**config.mk**
```make
export PLATFORM = sky130hd
export DESIGN_NAME = jxli_fp8mul
export DESIGN_NICKNAME = d
export VERILOG_FILES = /design/src/rtl/jxli_fp8mul.sv
export SDC_FILE = /design/constraint.sdc
export NUM_CORES = 1
export LEC_CHECK = 0
export CAP_MARGIN = 20
export CORE_ASPECT_RATIO = 0.6
export CORE_MARGIN = 5
export CORE_UTILIZATION = 30
export CTS_CLUSTER_SIZE = 40
export DETAILED_ROUTE_END_ITERATION = 16
export PLACE_DENSITY = 0.45
export RECOVER_POWER = 25
export SYNTH_ARGS = -nofsm -noshare
export SYNTH_HDL_FRONTEND = slang
export SYNTH_SLANG_ARGS = --single-unit
```
**constraint.sdc**
```tcl
create_clock -name io_in -period 5.1 [get_ports io_in]
set_clock_uncertainty 0.2 [all_clocks]
set_input_delay 0.51 -clock io_in [delete_from_list [all_inputs] [get_ports io_in]]
set_output_delay 0.51 -clock io_in [all_outputs]
set_load 0.02 [all_outputs]
```
**src/rtl/jxli_fp8mul.sv**
```systemverilog
// rtl/jxli_fp8mul.sv - serial-load FP8 (1/4/3, bias 7) multiplier for a pin-limited tile
//
// Ports:
//   io_in[0]   clock, all state updates on its rising edge
//   io_in[1]   reset, asynchronous active-high
//   io_in[2]   enable, a nibble is captured only when high
//   io_in[6:3] data nibble (a[7:4], a[3:0], b[7:4], b[3:0] in that order)
//   io_in[7]   ignored
//   io_out     FP8 product {sign, exp[3:0], man[2:0]}, 0 until the result is ready
module jxli_fp8mul (
    input  logic [7:0] io_in,
    output logic [7:0] io_out
);

    typedef enum logic [2:0] {
        A_HI = 3'd0,
        A_LO = 3'd1,
        B_HI = 3'd2,
        B_LO = 3'd3,
        MUL  = 3'd4,
        NORM = 3'd5,
        DONE = 3'd6
    } state_t;

    logic       clk;
    logic       rst;
    logic       en;
    logic [3:0] nib;
    logic       unused_pin;

    assign clk        = io_in[0];
    assign rst        = io_in[1];
    assign en         = io_in[2];
    assign nib        = io_in[6:3];
    assign unused_pin = io_in[7];

    state_t            state;
    state_t            state_nxt;
    logic [7:0]        a;
    logic [7:0]        b;
    logic signed [5:0] ce;
    logic [7:0]        cm;
    logic              sign;
    logic              sp_flag;
    logic [7:0]        sp_res;

    // ------------------------------------------------------------------
    // Operand classification and MUL-stage values
    // ------------------------------------------------------------------
    logic       a_nan, a_inf, a_zero;
    logic       b_nan, b_inf, b_zero;
    logic       s_mul;
    logic       sp_flag_mul;
    logic [7:0] sp_res_mul;
    logic signed [5:0] ce_mul;
    logic [7:0] cm_mul;

    always_comb begin
        // Exponent 0 means zero; subnormal mantissas are flushed.
        a_zero = (a[6:3] == 4'h0);
        b_zero = (b[6:3] == 4'h0);
        a_inf  = (a[6:3] == 4'hF) && (a[2:0] == 3'b000);
        b_inf  = (b[6:3] == 4'hF) && (b[2:0] == 3'b000);
        a_nan  = (a[6:3] == 4'hF) && (a[2:0] != 3'b000);
        b_nan  = (b[6:3] == 4'hF) && (b[2:0] != 3'b000);
        s_mul  = a[7] ^ b[7];

        sp_flag_mul = 1'b0;
        sp_res_mul  = 8'h00;
        if (a_nan || b_nan) begin
            sp_flag_mul = 1'b1;
            sp_res_mul  = {s_mul, 4'hF, 3'b111};
        end else if ((a_inf && b_zero) || (b_inf && a_zero)) begin
            sp_flag_mul = 1'b1;
            sp_res_mul  = {s_mul, 4'hF, 3'b111};
        end else if (a_inf || b_inf) begin
            sp_flag_mul = 1'b1;
            sp_res_mul  = {s_mul, 4'hF, 3'b000};
        end else if (a_zero || b_zero) begin
            sp_flag_mul = 1'b1;
            sp_res_mul  = {s_mul, 4'h0, 3'b000};
        end

        // Exponent sum stays within -7..23 before normalization, so six
        // signed bits are enough even after the two possible increments.
        ce_mul = $signed({2'b00, a[6:3]}) + $signed({2'b00, b[6:3]}) - 6'sd7;
        cm_mul = {4'b0001, a[2:0]} * {4'b0001, b[2:0]};
    end

    // ------------------------------------------------------------------
    // NORM-stage normalization and round-to-nearest-even
    // ------------------------------------------------------------------
    // cm holds the product with six fraction bits: value in [1,4).
    logic              shift;
    logic [2:0]        frac;
    logic              guard;
    logic              sticky;
    logic              round_up;
    logic [3:0]        frac_rnd;
    logic              carry;
    logic signed [5:0] ce_fin;
    logic [7:0]        result;

    always_comb begin
        shift = cm[7];
        if (shift) begin
            frac   = cm[6:4];
            guard  = cm[3];
            sticky = |cm[2:0];
        end else begin
            frac   = cm[5:3];
            guard  = cm[2];
            sticky = |cm[1:0];
        end

        round_up = guard & (sticky | frac[0]);
        frac_rnd = {1'b0, frac} + {3'b000, round_up};
        // A carry out of the fraction means 1.111 rounded to 10.000; the
        // kept fraction bits are then all zero and the exponent bumps.
        carry    = frac_rnd[3];
        ce_fin   = ce + $signed({5'b00000, shift}) + $signed({5'b00000, carry});

        if (sp_flag) begin
            result = sp_res;
        end else if (ce_fin >= 6'sd15) begin
            result = {sign, 4'hF, 3'b000};
        end else if (ce_fin <= 6'sd0) begin
            result = {sign, 4'h0, 3'b000};
        end else begin
            result = {sign, ce_fin[3:0], frac_rnd[2:0]};
        end
    end

    // ------------------------------------------------------------------
    // Control FSM
    // ------------------------------------------------------------------
    always_ff @(posedge clk or posedge rst) begin
        if (rst) begin
            state <= A_HI;
        end else begin
            state <= state_nxt;
        end
    end

    always_comb begin
        state_nxt = state;
        case (state)
            A_HI:    if (en) state_nxt = A_LO;
            A_LO:    if (en) state_nxt = B_HI;
            B_HI:    if (en) state_nxt = B_LO;
            B_LO:    if (en) state_nxt = MUL;
            MUL:     state_nxt = NORM;
            NORM:    state_nxt = DONE;
            DONE:    state_nxt = DONE;
            default: state_nxt = A_HI;
        endcase
    end

    // ------------------------------------------------------------------
    // Datapath registers
    // ------------------------------------------------------------------
    always_ff @(posedge clk or posedge rst) begin
        if (rst) begin
            a       <= 8'h00;
            b       <= 8'h00;
            ce      <= 6'sd0;
            cm      <= 8'h00;
            sign    <= 1'b0;
            sp_flag <= 1'b0;
            sp_res  <= 8'h00;
            io_out  <= 8'h00;
        end else begin
            case (state)
                A_HI: if (en) a[7:4] <= nib;
                A_LO: if (en) a[3:0] <= nib;
                B_HI: if (en) b[7:4] <= nib;
                B_LO: if (en) b[3:0] <= nib;
                MUL: begin
                    ce      <= ce_mul;
                    cm      <= cm_mul;
                    sign    <= s_mul;
                    sp_flag <= sp_flag_mul;
                    sp_res  <= sp_res_mul;
                end
                NORM: io_out <= result;
                default: ;
            endcase
        end
    end

endmodule

```
==> results.ini, run 1 <==
[die]
dieHeight_um=85.6
row_count=27
initial_core_util=0.310
dieArea_sq_mm=0.0116
ios=16
dieWidth_um=136
core_sq_mm=0.00922

[timing]
relSlewSlack=0.275
worst_pin_slew_ns=1.09
worst_slack_ns=1.10
final-hold-violation-count=16
slew_violations=0
setup_viol=0
hold-worst-slack_ns=-0.113
fin_setup_tns_ns=0
rsz0062_at_grt=no

[clock_network]
cts_setup_buffers=0
cts_tree=done
ctsHoldBuffers=0
clk_pin_slew_ns=0.07
insertion_delay_ns=0.29
ctsResizeCount=0

[placement]
gp_congestion=0.834
port_buffers=8
dpl_worst_slack_ns=1.26
dpl.hpwl_um=4630

[route]
drt-total-wl_um=8440
viasPerCell=4.75
wire_per_inst_um=16.5
drc=0
dr_total_vias=2437
drtPass1Iterations=4
drtIter0Drc=202
final_antenna_net_count=0

[outcome]
violations=negative hold slack
status=complete, but fails checks

[synthesis]
async_flop_share=1.00
ys_seq_elements=46
ys.flop_type=dfrtp_1
synthTopCellsByArea=dfrtp_1, ha_1, mux2_2, fa_1, nand2_1
synth_edf_count=0
synth_cell_type_count=46
synthesis.area_per_instance_sq_um=10.2
syn_inst=279
mappedNetlistArea_sq_mm=0.00286
syn-num-nets=318
synth_seq_area_share=0.403
netlist.area_leader.share=0.403
yosys.area.top_type=dfrtp_1
yosys_warnings=0

[hold_path]
min_from=io_in[4]
hold_end=a[1]
hold_depth=3
hold_class=clk -> reg

[setup_path]
reg2reg_from=cm[7]
reg2regPathDepth=11
worstPathRequired_ns=5.08
critical_path_arrival_ns=3.98
rrSetupSlack_ns=2.01
crit_path_start_kind=clock port
cp_max_fo=3
worstSetupPathType=clk -> reg
worstReg2RegEnd=io_out[0]
worstSetupEndpointType=flop

[cells_and_area]
drive_above_1_share=0.217
fillers=843
regArea_sq_mm=0.00115
nNetsFinal=414
layout_commonest_cell=inv_1
multi_input_area_sq_mm=0.00156
area_delta_synth_final_pct=56.6
final_cell_mix=inv_1, dfrtp_1, clkbuf_16
antenna_cells=0

[run]
maxCapViolCount=0

[pwr]
power-per-cell-area_mw_per_mm2=686
ir_drop_v=0.000508
p_leak_nw=2.26

[global_routing]
antenna_found_initial=0
gr-total-overflow=0
grt_max_degree=32
grt_pass1_vias=3444
grt_pass1_wl_um=17500
grt_usage=0.194

## critical path: stages
cell	delay (ns)
clkbuf_16	0.13
clkbuf_16	0.13
nor2b_1	0.15
clkbuf_16	0.17
clkbuf_16	0.14
nand2_1	0.11
clkbuf_16	0.15
clkbuf_16	0.12
mux2_2	0.32
## sequential cells by signal (all words and copies together), names as in the netlist
| register | cells |
|---|---|
| b | 8 |
| io_out | 8 |
| sp_res | 3 |
| cm | 8 |
| a | 8 |
| sign | 1 |
| ce | 6 |
| sp_flag | 1 |
| state | 3 |
## synth_stat cells (all sizes together) (5+ instances only)
master   n
xor2     6
fa       7
dfrtp   46
a21oi    7
xnor2    5
nand2   32
ha      24
inv     31
mux2    23
o21ai   18
nor3     6
nor2    17
## area by class of cell
| class | instances | share of cell area |
|---|---|---|
| clock buffer | 50 | 0.263 |
| clock inverter | 52 | 0.0520 |
| inverter | 30 | 0.0251 |
| multi-input combinational | 195 | 0.347 |
| sequential | 46 | 0.257 |
| tap | 130 | 0.0363 |
| timing repair buffer | 10 | 0.0196 |
## through the flow
step | power [W] | hold WS, ns | cell area, sq um | instances | utilization
floorplan | 0.000714 | -0.0495 | 2860 | 279 | -
global placement | 0.000714 | -0.0495 | 3060 | 410 | 0.332
detailed placement | 0.000714 | -0.0495 | 3060 | 410 | 0.332
CTS | 0.00317 | -0.114 | 4460 | 511 | 0.484
global route | 0.00335 | -0.137 | 4480 | 513 | 0.486
finish | 0.00307 | -0.113 | 4480 | 513 | 0.486
## logic make-up after synthesis
family,share of synthesized area
simple gates,0.141
compound gates,0.114
flops,0.403
buf+inv,0.0556
fa+ha+maj,0.154
mux,0.0989
xor+xnor,0.0337
## how the worst max path moves through the flow
stage | startpoint | to
after CTS | io_in[2] | b[2]
after global routing | io_in[2] | state[0]
after floorplan | io_in[1] | a[0]
after detailed placement | io_in[1] | a[0]
after global placement | io_in[1] | a[0]
final | io_in[2] | b[3]
## power breakdown
group	switching (W)	internal, W	total, W
Clock	0.000865	0.00183	0.00270
Combinational	0	0	0.000000000671
Sequential	0	0.000376	0.000376
## routing by layer
| metal | up-vias | track usage | share of wire |
|---|---|---|---|
| li1 | 1160 | - | - |
| met1 | 1129 | 0.213 | 0.45 |
| met2 | 109 | 0.205 | 0.39 |
| met3 | 39 | 0.172 | 0.11 |
| met4 | 0 | 0.196 | 0.045 |
| met5 | - | 0.0256 | 0 |
No activity file was read; power rests on OpenSTA's default activity.
==> run 2, diff against run 1 <==
PLACE_DENSITY = 0.46   (was 0.45)
clock period = 3.65 ns   (was 5.1 ns; I/O delays follow)
==> run 2 against run 1 <==
  * The flow still finishes with violations (negative hold slack)
  * Power grew 30%
  * Sequential share of layout area increased by 0.66 points
  * Hold slack worse by 0.0037 ns
  * Largest power group unchanged
==> results.ini, run 2 (synthesized netlist as in run 1, its figures left out) <==
[setup_path]
slowest_delay_ns=0.33
cp-endpoint=a[3]
worstPathRequired_ns=3.62
cp.depth=9
reg2regPathDepth=11
crit_path_start_kind=clock port
rrSetupSlack_ns=0.55
cp_max_fo=2
path_delay_family=buffers and inverters
critical_path_arrival_ns=3.21
reg2reg_from=cm[7]
critPathBufInv=6
worstSetupPathType=clk -> reg
crit_start=io_in[2]
crit_path_top_delay_cell=mux2_2
worstReg2RegEnd=io_out[0]
crit_chain=clkbuf_16, clkbuf_16, nor2b_1, clkbuf_16, clkbuf_16, nand2_1, clkbuf_16, clkbuf_16, mux2_2
worstSetupEndpointType=flop
worst_path_most_repeated_cell=clkbuf_16

[clock_network]
cts_setup_buffers=0
cts_tree=done
ctsResizeCount=0
ctsHoldBuffers=0
clk_pin_slew_ns=0.07
insertion_delay_ns=0.30

[cells_and_area]
drive_above_1_share=0.200
nNetsFinal=414
final_core_util=0.473
layout_commonest_cell=inv_1
final_cell_mix=inv_1, dfrtp_1, clkbuf_16
area_delta_synth_final_pct=52.7

[hold_path]
hold_class=clk -> reg
hold_depth=3

[timing]
fin_setup_tns_ns=0
relSlewSlack=0.179
slew_violations=0
hold-worst-slack_ns=-0.117
worst_pin_slew_ns=1.23
rsz0062_at_grt=no
final-hold-violation-count=16
setup_viol=0

[die]
dieArea_sq_mm=0.0116
dieHeight_um=85.6
dieWidth_um=136
ios=16
initial_core_util=0.310
row_count=27
core_sq_mm=0.00922

[placement]
dpl.hpwl_um=4510
gp_congestion=0.775
port_buffers=8

[outcome]
violations=negative hold slack
status=complete, but fails checks

[pwr]
ir_drop_v=0.000736
power-per-cell-area_mw_per_mm2=919
p_leak_nw=2.18

[run]
maxCapViolCount=0

[global_routing]
gr-total-overflow=0
antenna_found_initial=1
grt_pass1_wl_um=13600
grt_max_degree=32
grt_pass1_vias=3149
grt_usage=0.172

[route]
drtIter0Drc=140
drtPass1Iterations=4
viasPerCell=4.76
wire_per_inst_um=15.4
drt-total-wl_um=7910
dr_total_vias=2451
drc=0
final_antenna_net_count=0

-- run 2: changes by cell type in the layout (fill, tap and decap cells not counted), moves of 3 or more --
cell / delta
dlygate4sd3_1: -3
clkbuf_16: -5
diode_2: +5
clkdlybuf4s50_1: +3
clkbuf_1: +5
-- run 2: layout make-up --
cell class	instances	area, sq um
Clock inverter	48	208
Timing Repair Buffer	10	87.6
Tap cell	130	163
Clock buffer	51	1080
Multi-Input combinational cell	195	1550
Fill cell	863	4860
Inverter	30	113
Antenna cell	5	12.5
Sequential cell	46	1150
-- run 2: report_power, final --
part           internal, W  switching [W]  leakage, nW       total [W]
sequential        0.000525              0        0.649        0.000525
combinational            0              0        0.659  0.000000000659
clock              0.00235        0.00113        0.874         0.00349
total              0.00288        0.00113         2.18         0.00401
-- run 2: routing by layer --
layer,routed length [um],track usage,part of all wire
met5,0,0.0171,0
met4,291,0.206,0.037
met1,3680,0.162,0.46
met2,3120,0.166,0.39
met3,824,0.198,0.10
-- run 2: how the worst min path moves through the flow --
stage,slack [ns],endpoint,startpoint
5_1_grt,-0.12,b[2],io_in[5]
6_report,-0.12,b[6],io_in[5]
2_1_floorplan,-0.05,a[0],io_in[3]
4_1_cts,-0.11,b[6],io_in[5]
3_5_place_dp,-0.05,a[0],io_in[3]
3_3_place_gp,-0.05,a[0],io_in[3]
-- run 2: tightest hold or removal path: cells and delay by family --
kind,cells,cell delay [ns]
buf+inv,2,0.22
mux,1,0.13
-- run 2: stage by stage --
| step | cells | worst slack [ns] | area (sq um) | power [W] |
|---|---|---|---|---|
| 6_report | 515 | 0.408 | 4370 | 0.00401 |
| 5_1_grt | 515 | 0.368 | 4370 | 0.00432 |
| 4_1_cts | 509 | 0.389 | 4460 | 0.00438 |
| 3_5_place_dp | 411 | 0.537 | 3070 | 0.000997 |
| 3_3_place_gp | 411 | 0.517 | 3070 | 0.000997 |
| 2_1_floorplan | 279 | 0.537 | 2860 | 0.000997 |
==> run 3, diff against run 2 <==
PLACE_DENSITY = 0.53   (was 0.46)
==> run 3 against run 2 <==
  * Sequential share of layout area decreased by 0.12 points
  * Power increased by 3.5%
  * Die area unchanged
  * Largest cell class unchanged
  * Non-clock buffer count decreased by 2
  * The flow still finishes with violations (negative hold slack)
  * Cell count decreased by 0.78%
  * Routed wire length increased by 3.6%
==> results.ini, run 3 (synthesized netlist as in run 1, its figures left out) <==
[outcome]
status=complete, but fails checks
violations=negative hold slack

[timing]
setup_viol=0
rsz0062_at_grt=no
worst_pin_slew_ns=0.981
hold-worst-slack_ns=-0.124
slew_violations=0
relSlewSlack=0.344
fin_setup_tns_ns=0
final-hold-violation-count=16

[cells_and_area]
multi_input_area_sq_mm=0.00155
final_cell_mix=inv_1, dfrtp_1, clkbuf_16
nNetsFinal=412
antenna_cells=0
fillers=826
drive_above_1_share=0.207
area_delta_synth_final_pct=53.4
final_core_util=0.476
layout_commonest_cell=inv_1
regArea_sq_mm=0.00115

[placement]
port_buffers=8
dpl.hpwl_um=4490
gp_congestion=0.782

[hold_path]
hold_class=clk -> reg
hold_end=b[1]
min_from=io_in[4]
hold_depth=3

[global_routing]
top_usage_layer=met4
antenna_found_initial=0
gr-total-overflow=0
grt_max_degree=32
grt_pass1_wl_um=13900
grt_usage=0.180
use_met2=0.170
use_met1=0.162
grt_pass1_vias=3075
grt_use_met3=0.203

[setup_path]
critical_path_arrival_ns=3.25
reg2regPathDepth=11
worstReg2RegEnd=io_out[0]
worstSetupEndpointType=flop
worst_path_most_repeated_cell=clkbuf_16
slowest_delay_ns=0.34
cp_max_fo=2
worstPathRequired_ns=3.64
critPathBufInv=6
crit_chain=clkbuf_16, clkbuf_16, nor2b_1, clkbuf_16, clkbuf_16, nand2_1, clkbuf_16, clkbuf_16, mux2_2
path_delay_family=buffers and inverters
reg2reg_from=cm[7]
worstSetupPathType=clk -> reg
crit_path_top_delay_cell=mux2_2
crit_path_start_kind=clock port
rrSetupSlack_ns=0.53

[clock_network]
insertion_delay_ns=0.30
cts_setup_buffers=0
cts_tree=done
clk_pin_slew_ns=0.07
ctsResizeCount=0
ctsHoldBuffers=0

[die]
row_count=27
initial_core_util=0.310
core_sq_mm=0.00922
dieArea_sq_mm=0.0116
dieWidth_um=136
dieHeight_um=85.6
ios=16

[pwr]
p_comb_frac=0
p_clk_frac=0.874
seqPwrFrac=0.126
switching_share=0.291
ir_drop_v=0.000743
p_int_w=0.00295
p_leak_nw=2.19
p_switching_w=0.00121
power-per-cell-area_mw_per_mm2=947

[route]
wire_per_inst_um=16.0
viasPerCell=4.83
drt-total-wl_um=8200
drtIter0Drc=153
drtPass1Iterations=5
dr_total_vias=2468
final_antenna_net_count=0
drc=0

[run]
maxCapViolCount=0

==> run 3: worst min-delay path: stages <==
cell and delay (ns):
clkbuf_16 0.11, clkbuf_16 0.11, mux2_2 0.13
==> run 3: power by group through the flow <==
stage,logic [W],registers (W),clock network [W]
2_1_floorplan,0.000000000634,0.000540,0.000457
3_3_place_gp,0.000000000639,0.000540,0.000457
3_5_place_dp,0.000000000639,0.000540,0.000457
4_1_cts,0.000000000639,0.000525,0.00398
5_1_grt,0.000000000656,0.000525,0.00392
6_report,0.000000000656,0.000525,0.00363
==> run 3: worst max path at each step <==
stage,end,depth (start not counted),slack (ns),from
2_1_floorplan,a[0],1,0.54,io_in[1]
3_3_place_gp,a[0],1,0.54,io_in[1]
3_5_place_dp,a[0],1,0.54,io_in[1]
4_1_cts,a[5],9,0.36,io_in[2]
5_1_grt,io_out[0],11,0.35,cm[7]
6_report,a[5],9,0.39,io_in[2]
==> run 3: metrics by stage <==
step	instances	instance area (sq um)	setup WS, ns	hold slack [ns]	power, W
floorplan	279	2860	0.537	-0.0495	0.000997
global placement	410	3060	0.537	-0.0495	0.000997
detailed placement	410	3060	0.537	-0.0495	0.000997
CTS	511	4490	0.364	-0.125	0.00450
global route	511	4390	0.354	-0.121	0.00445
finish	511	4390	0.392	-0.124	0.00415
==> run 3: routing by layer <==
metal	up-vias	share of wire
met3	41	0.12
met5	-	0
met4	0	0.038
li1	1162	-
met1	1149	0.44
met2	116	0.40
==> run 3: area by class of cell <==
class | count | share of cell area
flip-flops and latches | 46 | 0.262
clock buffers | 50 | 0.244
repair buffers | 8 | 0.0183
well taps | 130 | 0.0371
clock inverters | 52 | 0.0596
inverters | 30 | 0.0257
multi-input cells | 195 | 0.353
